<file path="src/rtl/access_controller.sv">
// Door-access controller downstream of the password-lock FSM: turns unlocks into timed
// open windows, counts consecutive failures and enforces a timed lockout with an alarm pulse.
module access_controller #(
  parameter int MAX_FAIL    = 3,
  parameter int OPEN_CYCLES = 8,
  parameter int LOCK_CYCLES = 16,
  localparam int FW = $clog2(MAX_FAIL + 1)
) (
  input  logic          clk,
  input  logic          rst,
  input  logic          unlock,
  input  logic          error,
  output logic          door_open,
  output logic          lockout,
  output logic          accept,
  output logic          alarm,
  output logic [FW-1:0] fail_cnt
);

  localparam int MAX_CYC = (OPEN_CYCLES > LOCK_CYCLES) ? OPEN_CYCLES : LOCK_CYCLES;
  localparam int TW      = (MAX_CYC > 1) ? $clog2(MAX_CYC) : 1;

  localparam logic [TW-1:0] OPEN_LOAD = TW'(OPEN_CYCLES - 1);
  localparam logic [TW-1:0] LOCK_LOAD = TW'(LOCK_CYCLES - 1);
  localparam logic [FW-1:0] FAIL_MAX  = FW'(MAX_FAIL);

  typedef enum logic [1:0] {
    IDLE,
    OPEN,
    LOCKED
  } state_t;

  state_t          state, state_n;
  logic [TW-1:0]   timer, timer_n;
  logic [FW-1:0]   fail_n;
  logic            unlock_d, error_d;
  logic            u_rise, e_rise;
  logic            door_open_n, lockout_n, accept_n, alarm_n;

  // Edge detectors track the inputs in every state so a level held across a window never retriggers.
  assign u_rise = unlock & ~unlock_d;
  assign e_rise = error & ~error_d;

  // State register; all outputs are registered from the next-state values.
  // NOTE: sequential state uses non-blocking assignments so every register samples pre-edge values.
  always_ff @(posedge clk) begin
    if (rst) begin
      state     <= IDLE;
      timer     <= '0;
      fail_cnt  <= '0;
      unlock_d  <= 1'b0;
      error_d   <= 1'b0;
      door_open <= 1'b0;
      lockout   <= 1'b0;
      alarm     <= 1'b0;
      accept    <= 1'b1;
    end else begin
      state     <= state_n;
      timer     <= timer_n;
      fail_cnt  <= fail_n;
      unlock_d  <= unlock;
      error_d   <= error;
      door_open <= door_open_n;
      lockout   <= lockout_n;
      alarm     <= alarm_n;
      accept    <= accept_n;
    end
  end

  // Next-state logic; an error edge wins over a simultaneous unlock edge.
  // NOTE: every signal gets a default first so no path through the case infers a latch.
  always_comb begin
    state_n = state;
    timer_n = timer;
    fail_n  = fail_cnt;
    case (state)
      IDLE: begin
        if (e_rise) begin
          if (fail_cnt + FW'(1) == FAIL_MAX) begin
            state_n = LOCKED;
            timer_n = LOCK_LOAD;
            fail_n  = FAIL_MAX;
          end else begin
            fail_n = fail_cnt + FW'(1);
          end
        end else if (u_rise) begin
          state_n = OPEN;
          timer_n = OPEN_LOAD;
          fail_n  = '0;
        end
      end
      OPEN: begin
        if (timer == '0) state_n = IDLE;
        else             timer_n = timer - TW'(1);
      end
      LOCKED: begin
        if (timer == '0) begin
          state_n = IDLE;
          fail_n  = '0;
        end else begin
          timer_n = timer - TW'(1);
        end
      end
      default: state_n = IDLE;
    endcase
  end

  // Output decode from the next state keeps the outputs aligned with the state they describe.
  always_comb begin
    door_open_n = (state_n == OPEN);
    lockout_n   = (state_n == LOCKED);
    accept_n    = (state_n == IDLE);
    alarm_n     = (state == IDLE) && (state_n == LOCKED);
  end

endmodule

</file>
<file path="config.mk">
export PLATFORM = sky130hd
export DESIGN_NAME = access_controller
export DESIGN_NICKNAME = d
export VERILOG_FILES = /design/src/rtl/access_controller.sv
export SDC_FILE = /design/constraint.sdc
export NUM_CORES = 1
export LEC_CHECK = 0
export ABC_AREA = 1
export CORE_MARGIN = 8
export CORE_UTILIZATION = 40
export CTS_CLUSTER_DIAMETER = 200
export DETAILED_ROUTE_END_ITERATION = 10
export SLEW_MARGIN = 40
export SYNTH_ARGS = -nofsm -noshare
export SYNTH_HDL_FRONTEND = slang
export SYNTH_SLANG_ARGS = --single-unit
</file>
<file path="constraint.sdc">
create_clock -name clk -period 1.4 [get_ports clk]
set_input_delay 0.28 -clock clk [delete_from_list [all_inputs] [get_ports clk]]
set_output_delay 0.28 -clock clk [all_outputs]
set_load 0.02 [all_outputs]
</file>
==> results of run 1 <==
layout by cell type, fill, tap and decap left out, types with 5 or more instances in the layout:
cell type / synthesis / layout
a21oi_1: 7 / 7
inv_2: 2 / 5
nand2_2: 7 / 8
dlygate4sd2_1: 0 / 6
dfxtp_1: 14 / 9
nor2_1: 10 / 9
nand3_1: 9 / 8
inv_1: 16 / 13
nand2_1: 32 / 31
buf_4: 1 / 9
dfxtp_2: 0 / 5
kinds of logic after synthesis:
family	Yosys count	synth area share
compound gates	9	0.05990
fa+ha+maj	5	0.07680
flops	14	0.3441
buf+inv	22	0.1198
simple gates	67	0.3994
worst max-delay path, stage by stage, from the launching register on:
cell and delay [ps]:
dfxtp_2 350, buf_4 110, dlygate4sd2_1 330
repair_timing:
action / CTS / global route
gates resized for setup: 9 / 13
setup buffers: 0 / 1
endpoints found under the setup margin: 11 / 10
pin swaps: 0 / 1
stage by stage:
stage | util | hold slack, ps | setup slack [ps] | setup TNS [ps]
detailed placement | 0.5122 | 483.5 | -81.46 | -447.4
global placement | 0.5122 | 472.0 | -93.36 | -368.9
floorplan | - | 404.9 | 12.88 | 0
finish | 0.5515 | 475.1 | 50.90 | 0
global route | 0.5515 | 498.9 | -1.255 | -1.255
CTS | 0.5341 | 491.3 | 32.01 | 0
power breakdown:
part           internal, mW  switching, mW
registers             0.460         0.0348
logic                 0.252          0.345
clock network         0.158          0.139
area by class of cell:
type,instances,area [sq um]
inverter,19,73.82
tap,27,33.78
sequential,14,286.5
fill,197,870.8
multi-input combinational,81,470.5
clock buffer,4,36.28
timing repair buffer,19,170.2
metal layers:
metal / vias to the layer above / routed length, um / global-route usage
li1: 403 / - / -
met3: 6 / 61 / 0.01879
met1: 344 / 809 / 0.1155
met2: 17 / 859 / 0.1761
met5: - / 0 / 0
met4: 0 / 34 / 0.05648
state kept, by name, summed over array words and instances, names as in the netlist:
name       flops
accept         1
alarm          1
door_open      1
error_d        1
fail_cnt       2
lockout        1
state          2
timer          4
unlock_d       1
worst min-delay path by stage:
stage	from	cells past startpoint	slack, ps	to
finish	fail_cnt[0]	2	480	fail_cnt[0]
global route	fail_cnt[0]	2	500	fail_cnt[0]
CTS	fail_cnt[0]	2	490	fail_cnt[0]
detailed placement	timer[0]	2	480	timer[0]
global placement	timer[3]	2	470	timer[3]
floorplan	error	2	400	error_d
==> key figures, run 1 <==
Critical path
  • Critical Path End: fail_cnt[0]
  • Worst Setup SP: fail_cnt[0]
  • CP required: between 1000 and 1500 ps
  • Worst Setup End Kind: output pin
  • CP Data Arrival Time: ~1100 ps
  • Setup CP Type: flip-flop to output pin
  • Crit Reg-Reg Startpoint: state[1]
  • Element type at the critical path start: flip-flop
  • Flop2flop setup slack: 100 ps
  • Max FO, Critical Path: 3
  • Worst r2r dst: timer[0]
  • Cell depth of the worst flop-to-flop path: 10

Final layout
  • Fin cells: 164
  • N_diodes: 0
  • Synthesis-to-layout area growth: 31.49%
  • Layout cell share with drive strength beyond 1: 0.3358
  • NumNets Final: 147
  • Design Area, Final: 1071 sq um

Power
  • Max rail drop VDD: between 0.6 and 0.7 mV
  • Final Power: about 1.4 mW
  • PwrDens: 1298 nW/um^2
  • Leakage: about 0.54 nW

Synth
  • Post-synthesis async set-or-reset flop share: 0
  • Netlist cell types: 21
  • Synth warn: 0
  • Yosys top cell area share: 0.3441
  • Commonest cells in the netlist: nand2_1 (32), inv_1 (16), dfxtp_1 (14), nor2_1 (10), nand3_1 (9)
  • #FFs+latches synth: 14
  • Dominant synthesized flop cell: dfxtp_1
  • Synth area leaders: dfxtp_1 (34%), nand2_1 (15%), ha_1 (7.7%), inv_1 (7.4%), nand3_1 (5.5%)
  • Mapped Area: 814.5 sq um
  • Syn nets: 126
  • Synth Instances: 117
  • Register area share after synthesis: 0.3441
  • Post-synth top area cell: dfxtp_1
  • Avg Inst Size Synth: 6.962 sq um
  • Most numerous cell in the Yosys netlist: nand2_1
  • Post-synth EDFFs: 0

Clock tree
  • Clock sink count: 14
  • Root Buffer: clkbuf_4
  • CTS Buf Count: 3
  • CTS H-tree lvls: 1
  • Clock Path Buffers: 2
  • Hold buffers post-CTS: 0
  • Worst-Skew Late Latency: 290 ps
  • TritonCTS clock tree: yes
  • Worst-path clk slew: 90 ps

Routing
  • DR vias: 770
  • Antenna-violating nets left: 0
  • Drt first pass iters: 5
  • Vias per cell: 4.695
  • DR WL/cell: 10.76 um
  • Final WL: approximately 1800 um
  • DRT iter0 DRCs: 21
  • Residual DRC: 0

Die
  • I/O pin count: 10
  • Chip width: 61.13 um
  • # rows: 16
  • Core Region: 1942 sq um
  • Die area: 3736 sq um
  • Die Span Y: between 60 and 70 um
  • Initial core utilization: 0.4195

Outcome
  • Status: completed

GRT
  • Congestion Overflow GR: 0
  • Largest net degree at the start of global routing: 10
  • Vias in the first global route: just under 700
  • GRT Util Overall: 0.1024
  • Global-route wire length before repair: 2870 um
  • Antenna violations before repair: 0

Min path
  • Worst Hold Class: flip-flop to flip-flop

STA
  • Final period utilization: 0.9636
  • Final Hold Viols: 0
  • Rel. slew slack: 0.8553
  • Setup violations, final: 0
  • Worst slew pin tran: roughly 220 ps
  • Period minus WS final: 1349 ps
  • Max-slew violations: 0
  • Fmax: 741.2 MHz
  • Skew final: 10.78 ps

Placed design
  • Placed Instance Area: around 1000 sq um
  • Port Buf Inserts: 9
  • Placed insts: 159
  • Detailed Place HPWL: 1377 um
  • GP Congestion: 0.8188

Flow run
  • Max_cap viols: 0
(Power assumes the default switching activity.)
==> inputs of run 2 (changes only) <==
MAX_ROUTING_LAYER = met4   (was default)
==> run 2 against run 1 <==
Die area did not move. Final cell count did not move. Setup slack better by 3.4 ps. Flip-flop and latch count is the same. Global-route usage grew 0.29 points. Worst hold slack worse by 0.76 ps. Critical path depth is the same. Clock skew fell by 1.1 ps. Non-clock buffer count stayed put. Routed wire length shrank 0.96%. Combinational power barely moved. Sequential share of layout area stayed put. Largest cell class unchanged.
==> key figures, run 2 (synthesized netlist as in run 1, its figures left out) <==
Outcome
  • Status: completed

Flow run
  • Max_cap viols: 0

Routing
  • Final WL: 1747 um
  • Antenna-violating nets left: 0
  • Residual DRC: 0
  • Vias per cell: between 4 and 5
  • DR WL/cell: 10.65 um
  • DRT iter0 DRCs: 21
  • DR vias: just under 800
  • Drt first pass iters: 4

GRT
  • Antenna violations before repair: 0
  • Congestion Overflow GR: 0
  • Vias in the first global route: 692
  • Global-route wire length before repair: 2863 um
  • Largest net degree at the start of global routing: 10
  • GRT Util Overall: 0.1052

Final layout
  • Register Area: 286.5 sq um
  • Final core occ: 0.5515
  • Biggest regs: timer (4), fail_cnt (2), state (2)
  • Fillers: 197
  • Area of the multi-input gates: 470.5 sq um
  • Largest register FFs: 4
  • Leading cell types in the layout, fill and taps excluded: nand2_1 (31), inv_1 (13), nor2_1 (9), dfxtp_1 (9), buf_4 (9)
  • NumNets Final: roughly 150
  • Layout cell share with drive strength beyond 1: 0.3358
  • Design Area, Final: 1071 sq um
  • Top reg by flops: timer
  • N_diodes: 0
  • Synthesis-to-layout area growth: 31.49%
  • Commonest non-fill, non-tap cell in the layout: nand2_1

Clock tree
  • Clock Path Buffers: 2
  • Root Buffer: clkbuf_4
  • Worst-Skew Late Latency: 280 ps
  • Worst-path clk slew: 90 ps
  • Clock sink count: 14
  • CTS H-tree lvls: 1
  • CTS Buf Count: 3
  • TritonCTS clock tree: yes

Die
  • Die Span Y: roughly 61 um
  • Die area: 3736 sq um
  • Chip width: 61.13 um
  • # rows: 16
  • I/O pin count: 10
  • Initial core utilization: 0.4195
  • Core Region: 1942 sq um

Placed design
  • Detailed Place HPWL: about 1400 um
  • Placed Instance Area: 994.7 sq um
  • Port Buf Inserts: 9
  • GP Congestion: around 0.83

Critical path
  • Element type at the critical path start: flip-flop
  • Flop2flop setup slack: 100 ps
  • Max FO, Critical Path: 3
  • CP Data Arrival Time: approximately 1100 ps
  • CP required: about 1100 ps
  • Worst Setup End Kind: output pin
  • Setup CP Type: flip-flop to output pin

Power
  • Final Power: 1.387 mW
  • PwrDens: 1295 nW/um^2
  • Leakage: 0.5373 nW
  • Max rail drop VDD: 0.6287 mV

STA
  • Skew final: 9.719 ps
  • Total negative slack: 0 ps
  • Period minus WS final: between 1000 and 1500 ps
  • Max-slew violations: 0
  • Final Hold Viols: 0
  • Final period utilization: 0.9612
  • Worst slew pin tran: 217.9 ps
  • Rel. slew slack: 0.8553
  • Setup violations, final: 0
  • Fmax: 743.1 MHz

Min path
  • Worst Hold Class: flip-flop to flip-flop
## run 2: per-layer routing
layer / GRT usage / part of all wire
met1: 0.1155 / 0.46
met3: 0.01879 / 0.027
met5: - / 0
met4: 0.05648 / 0.018
met2: 0.1761 / 0.49
## run 2: cell type report
| class | instances | share of cell area |
|---|---|---|
| Timing Repair Buffer | 19 | 0.1589 |
| Sequential cell | 14 | 0.2675 |
| Clock buffer | 4 | 0.03388 |
| Inverter | 19 | 0.06893 |
| Multi-Input combinational cell | 81 | 0.4393 |
| Tap cell | 27 | 0.03154 |
## run 2: final timing paths
path,start,to,depth (start not counted)
min reg2reg,fail_cnt[0],fail_cnt[0],2
max,fail_cnt[0],fail_cnt[0],2
max reg2reg,state[1],timer[0],10
min,fail_cnt[0],fail_cnt[0],2
## run 2: repair_timing
item | CTS | global route
pin swaps | 0 | 1
hold buffers | 0 | 0
gates resized for setup | 9 | 13
setup endpoints to repair | 11 | 10
setup buffers | 0 | 1
## run 2: power breakdown
group,internal (mW),total (mW),switching [mW]
clock network,0.158,0.295,0.137
logic,0.252,0.597,0.345
registers,0.460,0.495,0.0348
total,0.870,1.39,0.517
## run 2: critical path, stage by stage, from the launching register on
cell,delay [ps]
dfxtp_2,350
buf_4,110
dlygate4sd2_1,330
## run 2: through the flow
stage	setup WS (ps)	hold slack, ps	instances
after CTS	32.01	491.3	163
after floorplan	12.88	404.9	117
final	54.30	474.4	164
after global routing	-1.255	498.9	164
after global placement	-93.36	472.0	159
after detailed placement	-81.46	483.5	159
==> inputs of run 3 (changes only) <==
CORE_UTILIZATION = 45   (was 40)
PLACE_DENSITY = 0.67   (was default)
clock period = 1.6 ns   (was 1.4 ns; I/O delays follow)
==> run 3 against run 2 <==
Critical path depth down 1. Routed wire length down 9.7%. Via count down 8.8%. Utilization up 2.8 points. Final cell count down 4.9%. Cell area down 7.6%. Register-to-register slack better by 120 ps. Flip-flop and latch count unchanged. Clock skew down 7.8 ps.
==> key figures, run 3 (synthesized netlist as in run 1, its figures left out) <==
Clock tree
  • TritonCTS clock tree: yes
  • Clock Path Buffers: 2
  • CTS Buf Count: 3
  • Root Buffer: clkbuf_4
  • CTS H-tree lvls: 1
  • Hold buffers post-CTS: 0
  • Post-CTS setup buffers: 0
  • Clock sink count: 14
  • Worst-path clk slew: 90 ps
  • Worst-Skew Late Latency: between 200 and 300 ps

Critical path
  • Worst r2r dst: timer[3]
  • Cell family with the largest share of critical-path delay: buffers and inverters
  • Max FO, Critical Path: 1
  • Worst-path cell chain: clkdlybuf4s50_1
  • Worst Setup End Kind: output pin
  • CP Data Arrival Time: 1210 ps
  • Crit Reg-Reg Startpoint: state[0]
  • Flop2flop setup slack: 220 ps
  • Element type at the critical path start: flip-flop
  • Buffers & Inverters on Critical Path: 1
  • Cell depth of the worst flop-to-flop path: 10
  • CP required: approximately 1300 ps
  • Slowest CP cell: clkdlybuf4s50_1
  • CP peak stage delay: 600 ps
  • Setup CP Type: flip-flop to output pin

Power
  • PwrDens: 1170 nW/um^2
  • Leakage: 0.4852 nW
  • Max rail drop VDD: 0.6949 mV

STA
  • Fmax: 653.9 MHz
  • Max-slew violations: 0
  • Skew final: approximately 2.0 ps
  • Total negative slack: 0 ps
  • Worst slew pin tran: 286.6 ps
  • Rel. slew slack: 0.8069
  • Final Hold Viols: 0
  • Period minus WS final: 1529 ps
  • Setup violations, final: 0
  • Unrepaired setup endpoints after global routing: no
  • Final period utilization: 0.9558

Placed design
  • Port Buf Inserts: 9
  • Detailed Place HPWL: 1216 um
  • GP Congestion: 0.8377

Die
  • Core Region: between 1500 and 2000 sq um
  • Chip width: 58.55 um
  • Die Span Y: 58.55 um
  • Die area: 3428 sq um
  • I/O pin count: 10
  • Initial core utilization: 0.4769
  • # rows: 15

Min path
  • Worst hold start: timer[1]
  • WHS Path Cells: 2
  • Worst Hold Class: flip-flop to flip-flop
  • Worst Hold End: timer[1]

GRT
  • Antenna violations before repair: 0
  • Congestion Overflow GR: 0
  • Global-route wire length before repair: 2711 um
  • Vias in the first global route: around 650
  • GRT Util Overall: 0.1049
  • Largest net degree at the start of global routing: 10

Final layout
  • Synthesis-to-layout area growth: 21.51%
  • NumNets Final: 141
  • Layout cell share with drive strength beyond 1: 0.2137
  • Commonest non-fill, non-tap cell in the layout: nand2_1
  • Final core occ: 0.5795
  • N_diodes: 0
  • Biggest regs: timer (4), fail_cnt (2), state (2)
  • Leading cell types in the layout, fill and taps excluded: nand2_1 (32), inv_1 (16), dfxtp_1 (13), nor2_1 (10), nand3_1 (9)
  • Largest register FFs: 4
  • Top reg by flops: timer
  • Area of the multi-input gates: 449.2 sq um
  • Fillers: about 160
  • Register Area: 281.5 sq um

Routing
  • Antenna-violating nets left: 0
  • Drt first pass iters: 4
  • Final WL: 1577 um
  • DRT iter0 DRCs: 9
  • Vias per cell: between 4 and 5
  • DR WL/cell: 10.11 um
  • DR vias: about 700
  • Residual DRC: 0

Flow run
  • Max_cap viols: 0

Outcome
  • Status: completed
[run 3: cell types whose count changed in the layout (fill, tap and decap cells not counted), sizes merged]
cell,change
clkdlybuf4s50,+4
dlygate4sd2,-4
buf,-6
[run 3: worst max-delay path by stage]
stage,start,end,slack (ps),cells past startpoint
floorplan,state[0],timer[0],210,10
global placement,state[0],timer[3],90,9
detailed placement,error,timer[3],80,7
CTS,alarm,alarm,50,1
global route,accept,accept,20,1
finish,alarm,alarm,70,1
[run 3: layout make-up]
class | instances | area share
clock buffer | 4 | 0.03666
multi-input combinational | 81 | 0.4539
inverter | 19 | 0.07459
timing repair buffer | 13 | 0.1188
tap | 25 | 0.03161
sequential | 14 | 0.2845
[run 3: per-stage QoR]
step | area (sq um) | setup WS (ps) | hold slack, ps | cells | total power [mW]
floorplan | 814.5 | 212.9 | 444.9 | 117 | 0.7880
global placement | 942.2 | 85.01 | 470.7 | 152 | 0.8952
detailed placement | 942.2 | 78.64 | 478.4 | 152 | 0.8989
CTS | 975.9 | 51.95 | 491.7 | 156 | 1.163
global route | 989.7 | 24.94 | 531.3 | 156 | 1.260
finish | 989.7 | 70.76 | 489.3 | 156 | 1.158
[run 3: what timing repair did]
| item | CTS | global route |
|---|---|---|
| setup endpoints to repair | 2 | 4 |
| pin swaps | 0 | 0 |
| hold endpoints to repair | 0 | 0 |
| cloned | 0 | 0 |
| gates resized for setup | 2 | 3 |
[run 3: where the power goes]
part	total [mW]	internal, mW	switching [mW]
registers	0.431	0.399	0.0321
clock network	0.262	0.139	0.123
logic	0.465	0.192	0.272
total	1.16	0.730	0.428
[run 3: worst min-delay path, cell delays in order, from the launching register on]
cell and delay [ps]:
dfxtp_1 330, nand2_1 60, a21oi_1 50
[run 3: routing by layer]
| layer | GRT usage | routed length [um] |
|---|---|---|
| met1 | 0.1223 | 762 |
| met2 | 0.1591 | 731 |
| met3 | 0.01957 | 36 |
| met4 | 0.07343 | 47 |
| met5 | - | 0 |
